==> config.mk <==
export PLATFORM = sky130hd
export DESIGN_NAME = ddn_collector
export DESIGN_NICKNAME = d
export VERILOG_FILES = /design/src/rtl/ddn_pkg.sv /design/src/rtl/ddn_fifo.sv /design/src/rtl/ddn_collector.sv
export SDC_FILE = /design/constraint.sdc
export NUM_CORES = 1
export LEC_CHECK = 0
export ABC_AREA = 1
export CAP_MARGIN = 15
export CELL_PAD_IN_SITES_DETAIL_PLACEMENT = 0
export CELL_PAD_IN_SITES_GLOBAL_PLACEMENT = 2
export CORE_MARGIN = 2
export CORE_UTILIZATION = 43
export CTS_CLUSTER_SIZE = 20
export DETAILED_ROUTE_END_ITERATION = 16
export PLACE_DENSITY_LB_ADDON = 0.1
export SLEW_MARGIN = 20
export SYNTH_ARGS = -nofsm -noshare
export SYNTH_HDL_FRONTEND = slang
export SYNTH_SLANG_ARGS = --single-unit
==> constraint.sdc <==
create_clock -name clk -period 4.8 [get_ports clk]
set_input_delay 0.96 -clock clk [delete_from_list [all_inputs] [get_ports clk]]
set_output_delay 0.96 -clock clk [all_outputs]
set_load 0.01 [all_outputs]
==> src/rtl/ddn_pkg.sv <==
// rtl/ddn_pkg.sv - shared DDN constants and helpers for collector and distribution router
package ddn_pkg;

  localparam int DDN_IN_PORTS   = 4;
  localparam int DDN_DATA_WIDTH = 32;
  localparam int DDN_SRC_WIDTH  = 2;
  localparam int DDN_FIFO_ADDR  = 2;
  localparam int DDN_STALL_W    = 16;

  function automatic int ddn_depth(input int addr);
    return 1 << addr;
  endfunction

  // True when a tag of src_w bits can name every one of the ports.
  function automatic bit ddn_src_fits(input int src_w, input int ports);
    return (1 << src_w) >= ports;
  endfunction

endpackage

==> src/rtl/ddn_fifo.sv <==
// rtl/ddn_fifo.sv - synchronous per-port FIFO with push/pop, occupancy count and head word
module ddn_fifo
  import ddn_pkg::*;
#(
  parameter int DATA_WIDTH = DDN_DATA_WIDTH,
  parameter int ADDR       = DDN_FIFO_ADDR
) (
  input  logic                  clk,
  input  logic                  rst_n,
  input  logic                  push,
  input  logic [DATA_WIDTH-1:0] push_data,
  input  logic                  pop,
  output logic [DATA_WIDTH-1:0] head,
  output logic [ADDR:0]         count
);

  localparam int DEPTH = ddn_depth(ADDR);

  logic [DATA_WIDTH-1:0] mem [DEPTH];
  logic [ADDR-1:0]       wr_ptr;
  logic [ADDR-1:0]       rd_ptr;

  // Storage carries no reset; only pointers and count define validity.
  always_ff @(posedge clk) begin
    if (push) mem[wr_ptr] <= push_data;
  end

  always_ff @(posedge clk or negedge rst_n) begin
    if (!rst_n) begin
      wr_ptr <= '0;
      rd_ptr <= '0;
      count  <= '0;
    end else begin
      if (push) wr_ptr <= wr_ptr + 1'b1;
      if (pop)  rd_ptr <= rd_ptr + 1'b1;
      case ({push, pop})
        2'b10:   count <= count + 1'b1;
        2'b01:   count <= count - 1'b1;
        default: count <= count;
      endcase
    end
  end

  assign head = mem[rd_ptr];

endmodule

==> src/rtl/ddn_collector.sv <==
// rtl/ddn_collector.sv - round-robin gather of PE result ports; optional stall_cnt via DDN_COLLECTOR_STALL_CNT_EN
module ddn_collector
  import ddn_pkg::*;
#(
  parameter int IN_PORTS   = DDN_IN_PORTS,
  parameter int DATA_WIDTH = DDN_DATA_WIDTH,
  parameter int SRC_WIDTH  = DDN_SRC_WIDTH,
  parameter int FIFO_ADDR  = DDN_FIFO_ADDR
) (
  input  logic                           clk,
  input  logic                           rst_n,
  input  logic [IN_PORTS*DATA_WIDTH-1:0] in_bus,
  input  logic [IN_PORTS-1:0]            in_valid,
  output logic [IN_PORTS-1:0]            in_ready,
  output logic                           out_valid,
  input  logic                           out_ready,
  output logic [DATA_WIDTH-1:0]          out_data,
  output logic [SRC_WIDTH-1:0]           out_src
`ifdef DDN_COLLECTOR_STALL_CNT_EN
  ,
  output logic [DDN_STALL_W-1:0]         stall_cnt
`endif
);

  localparam int                 DEPTH    = ddn_depth(FIFO_ADDR);
  localparam logic [FIFO_ADDR:0] FULL_CNT = (FIFO_ADDR+1)'(DEPTH);

  if (!ddn_src_fits(SRC_WIDTH, IN_PORTS)) begin : g_src_chk
    $error("ddn_collector: SRC_WIDTH too narrow for IN_PORTS");
  end

  logic [DATA_WIDTH-1:0] heads  [IN_PORTS];
  logic [FIFO_ADDR:0]    counts [IN_PORTS];
  logic [IN_PORTS-1:0]   nonempty;
  logic [IN_PORTS-1:0]   push;
  logic [IN_PORTS-1:0]   pop;
  logic [SRC_WIDTH-1:0]  last_grant;
  logic [SRC_WIDTH-1:0]  grant_idx;
  logic                  grant_any;
  logic                  load;

  for (genvar i = 0; i < IN_PORTS; i++) begin : g_port
    assign in_ready[i] = (counts[i] != FULL_CNT);
    assign nonempty[i] = (counts[i] != '0);
    assign push[i]     = in_valid[i] & in_ready[i];
    assign pop[i]      = load && (grant_idx == SRC_WIDTH'(i));

    ddn_fifo #(
      .DATA_WIDTH (DATA_WIDTH),
      .ADDR       (FIFO_ADDR)
    ) u_fifo (
      .clk       (clk),
      .rst_n     (rst_n),
      .push      (push[i]),
      .push_data (in_bus[i*DATA_WIDTH +: DATA_WIDTH]),
      .pop       (pop[i]),
      .head      (heads[i]),
      .count     (counts[i])
    );
  end

  // Round robin as two priority searches: lowest non-empty port above
  // last_grant, else lowest non-empty port overall (wrap-around).
  always_comb begin
    logic                 hi_found;
    logic [SRC_WIDTH-1:0] hi_idx;
    logic [SRC_WIDTH-1:0] lo_idx;
    hi_found  = 1'b0;
    hi_idx    = '0;
    lo_idx    = '0;
    grant_any = 1'b0;
    for (int j = IN_PORTS - 1; j >= 0; j--) begin
      if (nonempty[j]) begin
        grant_any = 1'b1;
        lo_idx    = SRC_WIDTH'(j);
        if (j > int'(last_grant)) begin
          hi_found = 1'b1;
          hi_idx   = SRC_WIDTH'(j);
        end
      end
    end
    grant_idx = hi_found ? hi_idx : lo_idx;
  end

  assign load = grant_any && (!out_valid || out_ready);

  always_ff @(posedge clk or negedge rst_n) begin
    if (!rst_n) begin
      out_valid  <= 1'b0;
      out_data   <= '0;
      out_src    <= '0;
      last_grant <= SRC_WIDTH'(IN_PORTS - 1);
    end else if (load) begin
      out_valid  <= 1'b1;
      out_data   <= heads[grant_idx];
      out_src    <= grant_idx;
      last_grant <= grant_idx;
    end else if (out_ready) begin
      out_valid  <= 1'b0;
    end
  end

`ifdef DDN_COLLECTOR_STALL_CNT_EN
  always_ff @(posedge clk or negedge rst_n) begin
    if (!rst_n) begin
      stall_cnt <= '0;
    end else if (out_valid && !out_ready && (stall_cnt != '1)) begin
      stall_cnt <= stall_cnt + 1'b1;
    end
  end
`endif

endmodule
==> reports/qor.yml <==
status:
  status: "completed"
critical_path:
  path_class: "reg2reg"
  crit_buf_inv: 2
  cp-end-kind: "flop"
  slowest_stage: "nand2_2"
  r2r_cells: 15
  required_ns: 5.29
  crit_family: "simple AND/OR/NAND/NOR gates"
  rrSetupSlack_ns: 1.82
  startpoint_type: "flop"
  path_cells: "inv_1 > nand2_1 > nor2_1 > nand2_1 > nand2_1 > nand2_1 > nand2_1 > nand2_2 > nand3_2 > inv_1 > ha_1 > fa_1 > a21oi_1 > o21ai_0 > xor2_1"
  cp.arrival_ns: 3.47
  r2r-end: "g_port[0].u_fifo.count[2]"
  critPathMaxStageDelay_ns: 0.42
  cp_max_fo: 34
  cp_common_cell: "nand2_1"
  rr_startpoint: "g_port[2].u_fifo.count[1]"
yosys:
  synthCells: 1862
  synthSimpleGateAreaFrac_pct: 11.80
  synth.avg_cell_area_um2: 12.45
  ys_seq_area_share_pct: 73.34
  synth_compound_area_share_pct: 9.434
  synthMuxAreaShare_pct: 0
  synth_top_family_by_area: "simple AND/OR/NAND/NOR gates"
  synth-seq-cells: 577
  synthesis.nets: 2021
  ys.warnings.count: 0
  syn-cell-area_um2: 23180
  ys_types: 27
  synth-xor-area-share_pct: 0.6800
  synthAdderAreaFrac_pct: 1.425
grt:
  grt_start_max_net_pins: 66
  antenna_found_initial: 0
  grt_overflow: 0
  grt_usage_pct: 21.92
  grt_pass1_vias: 14320
  grt_pass1_wl_um: 90600
pwr:
  p_int_mw: 11.67
  combPwrFrac_pct: 37.6
  clockPowerShare_pct: 24.7
  p_leak_nw: 9.716
  ir_drop_v: 0.0004738
  seqPwrFrac_pct: 37.7
  p_sw_mw: 7.464
  powerDensity_nw_per_um2: 692.0
  swShare_pct: 39.00
place:
  place.gp.congestion: 0.8773
  io_buffers: 173
  dp_hpwl_um: 38970
  dpl_cell_area_um2: 25600
layout:
  stdcell_area_um2: 27660
  area_growth_pct: 19.29
  layout.nets: 2183
  nFillCells: 4640
  final_common_cell: "edfxtp_1"
  diodes: 0
  drive_above_1_share_pct: 8.767
  mostFrequentLayoutCells: "edfxtp_1, nor2_1, o21ai_0"
clocking:
  cts_buffers: 61
  cts_tree: "yes"
  clk_pin_slew_ns: 0.06
  cts_root_buf: "clkbuf_16"
  h-tree-depth: 2
  hold_buffers: 0
  post_cts_resized: 0
  cts_setup_buffers: 0
  clkLatencyLatePin_ns: 0.62
  clockBufferDepth: 3
  clock_sinks: 577
timing:
  finalCritPeriodShare_pct: 62.07
  slew_violations: 0
  fmax_ghz: 0.3356
  holdWs_ns: 0.4501
  hold_viol: 0
  rsz0062_at_grt: "no"
  setup_tns_ns: 0
  fin_crit_ns: 2.979
  worst_slew_pin_slew_ns: 0.9670
  skew_ns: 0.009932
  setup_viol: 0
  relSlewSlack_pct: 35.46
die:
  dieArea_um2: 55790
  io_pins: 174
  coreArea_um2: 53600
  initial_core_util_pct: 43.25
  fp.dieH_um: 236.2
  die_x_um: 236.2
  rows: 85
detailed_routing:
  drt_iter0_drc: 1144
  routed_wirelength_um: 61370
  num_vias: 14810
  drc_errors: 0
  drt_first_pass_iters: 5
  avgRoutedWirePerCell_um: 22.14
  postRouteAntennaNets: 0
  via_per_inst: 5.341
worst_hold_path:
  hold_class: "in2async"
run:
  cap_violations: 0
[stage by stage]
step	worst slack, ns	instances	power (mW)	utilization [%]
4_1_cts	1.798	2772	19.35	51.59
2_1_floorplan	1.881	1862	11.60	-
3_3_place_gp	1.446	2657	14.50	47.76
6_report	1.821	2772	19.14	51.59
3_5_place_dp	1.422	2657	14.61	47.76
5_1_grt	1.495	2772	20.27	51.59
[registers in the layout, indices dropped and copies added (netlist names)]
signal / flops
g_port.u_fifo.wr_ptr: 8
g_port.u_fifo.rd_ptr: 8
out_src: 2
g_port.u_fifo.mem: 512
last_grant: 2
out_valid: 1
g_port.u_fifo.count: 12
out_data: 32
[power groups by stage]
stage               clock network (mW)  logic, mW  registers [mW]
floorplan                            0       4.40            7.19
global placement                     0       7.21            7.29
detailed placement                   0       7.29            7.32
CTS                               4.83       7.30            7.22
global route                      5.02       7.93            7.32
finish                            4.72       7.20            7.21
[routing by layer]
layer | GRT usage, % | wire length (um)
met1 | 28.99 | 26000
met2 | 37.19 | 30570
met3 | 4.166 | 3381
met4 | 5.965 | 1421
met5 | 0 | 0
[worst register-to-register path, cell delays in order (launching register included)]
cell and delay [ns]:
dfrtp_1 0.40, inv_1 0.11, nand2_1 0.06, nor2_1 0.15
nand2_1 0.07, nand2_1 0.06, nand2_1 0.10, nand2_1 0.09
nand2_2 0.42, nand3_2 0.28, inv_1 0.07, ha_1 0.24
fa_1 0.39, a21oi_1 0.14, o21ai_0 0.13, xor2_1 0.16
[worst max path at each step]
stage / start / to / slack (ns) / cells after the start
floorplan: in_valid[0] / g_port[0].u_fifo.mem[0][0] / 1.88 / 2
global placement: out_ready / g_port[0].u_fifo.count[2] / 1.45 / 10
detailed placement: out_ready / g_port[0].u_fifo.count[2] / 1.42 / 10
CTS: g_port[2].u_fifo.count[1] / g_port[0].u_fifo.count[2] / 1.80 / 15
global route: g_port[2].u_fifo.count[1] / g_port[0].u_fifo.count[2] / 1.50 / 15
finish: g_port[2].u_fifo.count[1] / g_port[0].u_fifo.count[2] / 1.82 / 15
[cell usage after synthesis]
cell | count | area (um^2)
dfstp_2 | 2 | 52.55
a21oi_4 | 1 | 16.27
xor2_1 | 11 | 96.34
xnor2_1 | 7 | 61.31
o21ai_2 | 1 | 8.760
nand3_2 | 2 | 20.02
nand3_1 | 163 | 815.8
o21ai_1 | 19 | 95.09
edfxtp_1 | 512 | 15370
a21oi_1 | 10 | 50.05
o22ai_1 | 96 | 600.6
buf_4 | 6 | 45.04
nor2_1 | 313 | 1175
nor2_2 | 6 | 37.54
nand2_2 | 6 | 37.54
dfrtp_1 | 63 | 1577
nand2_1 | 167 | 626.9
fa_1 | 4 | 80.08
inv_1 | 53 | 198.9
inv_2 | 6 | 22.52
buf_1 | 1 | 3.750
o21ai_0 | 283 | 1416
clkbuf_1 | 58 | 217.7
ha_1 | 20 | 250.2
buf_6 | 5 | 56.30
nor2_4 | 2 | 22.52
buf_2 | 45 | 225.2
[area by class of cell]
class | count | area [um^2] | area share [%]
Sequential cell | 577 | 17010 | 61.49
Multi-Input combinational cell | 1111 | 5450 | 19.71
Timing Repair Buffer | 214 | 2049 | 7.411
Clock buffer | 85 | 1779 | 6.434
Tap cell | 696 | 870.8 | 3.149
Clock inverter | 30 | 276.5 | 0.9999
Inverter | 59 | 222.7 | 0.8053
[cells by family (layout without fill, tap and decap cells)]
family                   Yosys count  count (layout)
XOR/XNOR                          18              18
adder cells (fa/ha/maj)           24              24
AND/OR/NAND/NOR                  659             659
AO/OA/AOI/OAI                    410             410
buffers and inverters            174             388
flip-flops                       577             577
Note: power is estimated with default switching activity, not from simulation.
